==> config.mk <==
export PLATFORM = sky130hd
export DESIGN_NAME = shake_squeeze_flat
export DESIGN_NICKNAME = d
export VERILOG_FILES = /design/src/rtl/shake_squeeze_if.sv /design/src/rtl/shake_squeeze.sv /design/src/flat_wrapper.sv
export SDC_FILE = /design/constraint.sdc
export NUM_CORES = 2
export LEC_CHECK = 0
export ABC_CLOCK_PERIOD_IN_PS = 4100
export BUFFER_PORTS_ARGS = -buffer_cell sky130_fd_sc_hd__buf_2
export CAP_MARGIN = 25
export CORE_AREA = 4 4 657 659
export DETAILED_ROUTE_END_ITERATION = 10
export DIE_AREA = 0 0 661 663
export HOLD_SLACK_MARGIN = 0.02
export SYNTH_ARGS = -nofsm -noshare
export SYNTH_HDL_FRONTEND = slang
export SYNTH_SLANG_ARGS = --single-unit
==> constraint.sdc <==
create_clock -name clk -period 4.1 [get_ports clk]
set_clock_uncertainty 0.1 [all_clocks]
set_input_delay 0.41 -clock clk [delete_from_list [all_inputs] [get_ports clk]]
set_output_delay 0.41 -clock clk [all_outputs]
set_load 0.005 [all_outputs]
==> src/rtl/shake_squeeze_if.sv <==
// Squeeze output stream: 64-bit Keccak lanes over a valid/ready handshake.
interface shake_squeeze_if;
  logic [63:0] out_data;
  logic        out_valid;
  logic        out_ready;

  modport master (
    output out_data,
    output out_valid,
    input  out_ready
  );

  modport slave (
    input  out_data,
    input  out_valid,
    output out_ready
  );
endinterface

==> src/rtl/shake_squeeze.sv <==
// SHAKE squeeze stage: captures the rate part of the Keccak state and
// streams it as 64-bit lanes, requesting permutations until len_words sent.
module shake_squeeze #(
  parameter int RATE_BYTES = 168
) (
  input  logic            clk,
  input  logic            rst,
  input  logic            start,
  input  logic [15:0]     len_words,
  input  logic [1599:0]   state_in,
  input  logic            state_valid,
  output logic            perm_req,
  output logic            done,
  output logic            busy,
  shake_squeeze_if.master out_if
);

  localparam int RATE_LANES = RATE_BYTES / 8;
  localparam int RATE_BITS  = RATE_BYTES * 8;
  localparam int IDX_W =
    (RATE_LANES > 1) ? $clog2(RATE_LANES) : 1;
  localparam logic [IDX_W-1:0] LAST_LANE =
    IDX_W'(RATE_LANES - 1);

  typedef enum logic [2:0] {
    IDLE,
    WAIT_PERM,
    STREAM,
    REQ,
    DONE
  } state_t;

  state_t               state_q;
  state_t               state_d;
  logic [RATE_BITS-1:0] rate_buf;
  logic [IDX_W-1:0]     lane_idx;
  logic [15:0]          remaining;
  logic                 zero_done;

  logic fire;
  logic capture;
  logic launch;
  logic zero_len;
  logic last_word;
  logic last_lane;

  assign fire      = (state_q == STREAM) && out_if.out_ready;
  assign last_word = (remaining == 16'd1);
  assign last_lane = (lane_idx == LAST_LANE);

  always_comb begin
    state_d  = state_q;
    capture  = 1'b0;
    launch   = 1'b0;
    zero_len = 1'b0;
    unique case (state_q)
      IDLE: begin
        if (start) begin
          if (len_words == 16'd0) begin
            zero_len = 1'b1;
          end else begin
            launch  = 1'b1;
            capture = state_valid;
            state_d = state_valid ? STREAM : WAIT_PERM;
          end
        end
      end
      WAIT_PERM: begin
        if (state_valid) begin
          capture = 1'b1;
          state_d = STREAM;
        end
      end
      STREAM: begin
        if (fire) begin
          if (last_word) begin
            state_d = DONE;
          end else if (last_lane) begin
            state_d = REQ;
          end
        end
      end
      REQ:     state_d = WAIT_PERM;
      DONE:    state_d = IDLE;
      default: state_d = IDLE;
    endcase
  end

  always_ff @(posedge clk or negedge rst) begin
    if (!rst) begin
      state_q   <= IDLE;
      zero_done <= 1'b0;
    end else begin
      state_q   <= state_d;
      zero_done <= zero_len;
    end
  end

  always_ff @(posedge clk or negedge rst) begin
    if (!rst) begin
      rate_buf <= '0;
    end else if (capture) begin
      rate_buf <= state_in[RATE_BITS-1:0];
    end
  end

  // lane_idx only rewinds on a load or capture; after the last lane
  // it parks there until the next state arrives.
  always_ff @(posedge clk or negedge rst) begin
    if (!rst) begin
      lane_idx  <= '0;
      remaining <= '0;
    end else begin
      if (launch) begin
        remaining <= len_words;
      end else if (fire) begin
        remaining <= remaining - 16'd1;
      end
      if (launch || capture) begin
        lane_idx <= '0;
      end else if (fire && !last_word && !last_lane) begin
        lane_idx <= lane_idx + IDX_W'(1);
      end
    end
  end

  assign out_if.out_valid = (state_q == STREAM);
  assign out_if.out_data  =
    rate_buf[32'(lane_idx) * 64 +: 64];
  assign perm_req = (state_q == REQ);
  assign done     = (state_q == DONE) || zero_done;
  assign busy     = (state_q != IDLE);

  // Capacity lanes never enter the datapath.
  generate
    if (RATE_BITS < 1600) begin : g_cap
      logic unused_cap;
      assign unused_cap = ^state_in[1599:RATE_BITS];
    end
  endgenerate

endmodule

==> src/flat_wrapper.sv <==
// flat-port wrapper written by rule: the top's interface ports become plain ports
module shake_squeeze_flat 
#(
  parameter int RATE_BYTES = 168
)
  (clk, rst, start, len_words, state_in, state_valid, perm_req, done, busy, out_if_out_data, out_if_out_valid, out_if_out_ready);
  shake_squeeze_if out_if_i ();
  input  logic clk;
  input  logic rst;
  input  logic start;
  input  logic [15:0] len_words;
  input  logic [1599:0] state_in;
  input  logic state_valid;
  output logic perm_req;
  output logic done;
  output logic busy;
  output wire logic [$bits(out_if_i.out_data)-1:0] out_if_out_data;
  output wire logic [$bits(out_if_i.out_valid)-1:0] out_if_out_valid;
  input wire logic [$bits(out_if_i.out_ready)-1:0] out_if_out_ready;
  assign out_if_out_data = out_if_i.out_data;
  assign out_if_out_valid = out_if_i.out_valid;
  assign out_if_i.out_ready = out_if_out_ready;
  shake_squeeze #(.RATE_BYTES(RATE_BYTES)) u_core (.clk(clk), .rst(rst), .start(start), .len_words(len_words), .state_in(state_in), .state_valid(state_valid), .perm_req(perm_req), .done(done), .busy(busy), .out_if(out_if_i));
endmodule
==> flow_summary.yaml <==
clock_tree:
  ctsHtreeMaxLevel: 4
  cts_root_buffer: "clkbuf_16"
  worst_skew_pair.late_latency_ns: 0.84
  cts-buffers-inserted: 168
  cts.sinks: 1369
  max-clock-path-buffers: 4
  path_clk_slew_ns: 0.06
  cts_tree: "yes"
synthesis:
  synthDominantCellAreaShare_pct: 54.9
  synth_area_mm2: 0.0624
  yosys.area.top_type: "dfrtp_1"
  syn_inst: 3918
  syn-num-nets: 5543
  seq_area_frac_synth_pct: 54.9
  synth_most_common_cell: "dfrtp_1"
  synth_async_sr_flop_share_pct: 100
  ys_top_cells_by_area: "dfrtp_1 55%, mux2_1 18%, mux4_2 9.2%, mux2_2 6.0%, buf_8 2.4%"
  synth_enable_flop_cells: 0
  yosysWarningCount: 0
  synthTopCellsByCount: "1,369 x dfrtp_1, 1,009 x mux2_1, 335 x mux2_2"
  avgSynthCellArea_um2: 15.9
  synth.lib_cells_used.distinct: 51
  ys.flop_type: "dfrtp_1"
  ys_seq_elements: 1369
finish:
  final_core_utilization_pct: 22.8
  multiInputGateArea_mm2: 0.0260
  drive_gt1_share_pct: 37.1
  fin_nets: 8446
  layout.area.seq_mm2: 0.0343
  n_fill_cell: 44472
  flow.area_growth_from_synthesis_pct: 55.4
drt:
  postRouteWirelength_mm: 338
  routed-via-count: 48709
  detail_route.drc_violations: 0
  wl_per_cell_um: 26.4
  drtAntennaViolNets: 0
  drtIter0Drc: 3203
  detail_route.vias_per_cell: 3.81
  detailedRoute.firstPassIterationCount: 5
global_route:
  grt_remaining_overflow: 0
  via_count_of_the_first_global_routing_pass: 52138
  global_route.usage.total_pct: 14.8
  grt-busiest-layer: "met2"
  met2_usage_pct: 22.3
  grt_pass1_wl_mm: 448
  grt.met1_usage_pct: 20.5
  grt_start_max_net_pins: 124
  initial_antenna_violation_count: 232
  gr-usage-met3_pct: 3.27
power:
  clock_power_share_pct: 21.8
  switching_part_of_the_total_pct: 38.8
  ir_drop_uv: 510
  power_report.internal_total_mw: 43.4
  power.sequential.fraction_pct: 35.1
  power_switching_mw: 27.5
  power_density_mw_per_mm2: 731
  p_leak_nw: 40.9
  power_frac_comb_pct: 43.1
sta:
  fmax_mhz: 249
  holdWs_ns: 0.210
  hold_viol: 0
  grt_setup_unrepaired: "true"
  finalSetupViolations: 0
  timing_worst_slew_pin_value_ns: 0.923
  post-route-period-util_pct: 98.1
  min_period_ns: 4.02
  finalMaxSlewViolations: 0
  fin_tns_setup_ns: 0
  timing.slew.headroom_pct: 37.9
critical_path:
  rr_worst_depth: 6
  critPathMaxFanout: 16
  timing.reg2reg.setup_slack_ns: 1.28
  critical_path.most_common_cell: "buf_4"
  crit_path_max_incr_delay_ns: 0.59
  cp_data_arrival_time_ns: 3.51
  crit_type: "register to output port"
  cp_depth: 8
  cpMaxStageDelayCell: "mux4_2"
  crit_path_start: "u_core.lane_idx[0]$_DFFE_PN0P_"
  worstPathCellList: "buf_6 > buf_16 > buf_4 > mux4_2 > a22oi_2 > buf_4 > o211ai_1 > buf_2"
  cp-end-kind: "output port"
  critical-path-top-delay-family: "buffers and inverters"
  timing.critical_path.from_type: "register"
  reg2reg_start: "u_core.remaining[7]$_DFFE_PN0P_"
  path_buf_inv: 5
  worstPathRequired_ns: 3.59
floorplan:
  die_area_mm2: 0.438
  num_rows: 240
  coreArea_mm2: 0.426
  initial_core_util_pct: 14.6
  io_pins: 1689
  chipHeight_um: 663
  fp.dieW_um: 661
placed_design:
  portBuffers: 1432
  dpl.hpwl_mm: 264
  routabilityCongestion: 0.873
min_path:
  hold_path_class: "input port to register"
  hold_path.startpoint: "state_in[836]"
  hold-path-cell-count: 3
job:
  timing.max_cap.violations: 0
run_status:
  outcome: "finished clean"
[power groups by stage]
stage	Combinational, mW	Clock (mW)	Sequential, mW
2_1_floorplan	15.8	0	22.7
4_1_cts	31.2	16.0	24.7
6_report	30.6	15.5	24.9
3_3_place_gp	28.7	0	24.7
5_1_grt	32.9	16.4	25.5
3_5_place_dp	29.0	0	25.0
[flip-flops by register name, indices dropped and copies added (netlist names)]
name and count:
u_core.lane_idx 5, u_core.rate_buf 1344, u_core.remaining 16, u_core.state_q 3, u_core.zero_done 1
[cell usage in the layout, fill, tap and decap left out, drive strengths merged, types with 4 or more instances in the layout]
master	netlist	layout
a221o	4	4
ha	4	4
buf	192	1649
mux4	256	256
nor3b	4	4
o21ai	14	14
o22a	64	64
bufinv	0	10
inv	8	24
or4	7	7
o211ai	70	70
clkbuf	100	248
dfrtp	1369	1369
nor3	5	5
a21oi	68	68
mux2i	130	130
nor4	6	6
clkinv	0	26
diode	0	148
dlygate4sd3	0	1370
nor2	84	84
nand2	19	19
a22oi	128	128
mux2	1344	1344
xor2	6	6
[cell families after synthesis]
kind of cell | Yosys count | share of synthesized area (%)
muxes | 1730 | 35.6
DFF | 1369 | 54.9
AOI/OAI and AO/OA | 360 | 4.20
buffers and inverters | 300 | 4.00
and+or+nand+nor | 146 | 1.10
xor gates and xnor gates | 9 | 0.126
adders and majority gates | 4 | 0.0802
[per-stage QoR]
stage	instances	worst slack, ns	cell area (um2)	power (mW)
4_1_cts	12619	-0.136	96300	71.9
3_3_place_gp	10937	0.313	76400	53.4
6_report	12786	0.0790	97000	70.9
3_5_place_dp	10937	0.274	76400	54.0
2_1_floorplan	3918	1.30	62400	38.6
5_1_grt	12708	-0.0276	96800	74.9
[timing repair]
item | in CTS | in global routing
hold buffers | 1371 | 0
endpoints found under the setup margin | 56 | 28
gates resized for setup | 70 | 19
buffers inserted | 8 | 16
gates cloned | 3 | 3
endpoints found under the hold margin | 1662 | 0
pin swaps | 15 | 7
[tightest hold or removal path, delay by kind of cell]
kind                   cells  cell delay (ns)
buffers and inverters      2             0.60
multiplexers               1             0.11
[worst paths after layout]
| check | to |
|---|---|
| max | out_if_out_data[54] |
| min | u_core.rate_buf[836]$_DFFE_PN0P_ |
| max reg2reg | u_core.state_q[0]$_DFFE_PN0P_ |
| min reg2reg | u_core.rate_buf[960]$_DFFE_PN0P_ |
| max in group asynchronous | u_core.rate_buf[1290]$_DFFE_PN0P_ |
| min in group asynchronous | u_core.rate_buf[295]$_DFFE_PN0P_ |
[per-layer routing]
layer / vias to the layer above / wire [um]
met2: 2169 / 144000
li1: 20772 / -
met5: - / 299
met1: 25099 / 153000
met4: 48 / 15100
met3: 621 / 24400
[cell type report]
class	count	area share (%)
Sequential cell	1369	35.3
Clock inverter	55	0.725
Inverter	8	0.0310
Clock buffer	245	5.08
Multi-Input combinational cell	2249	26.8
Timing Repair Buffer	3025	24.3
Antenna cell	148	0.382
Tap cell	5687	7.34
Power figures use the tool's default switching activity.
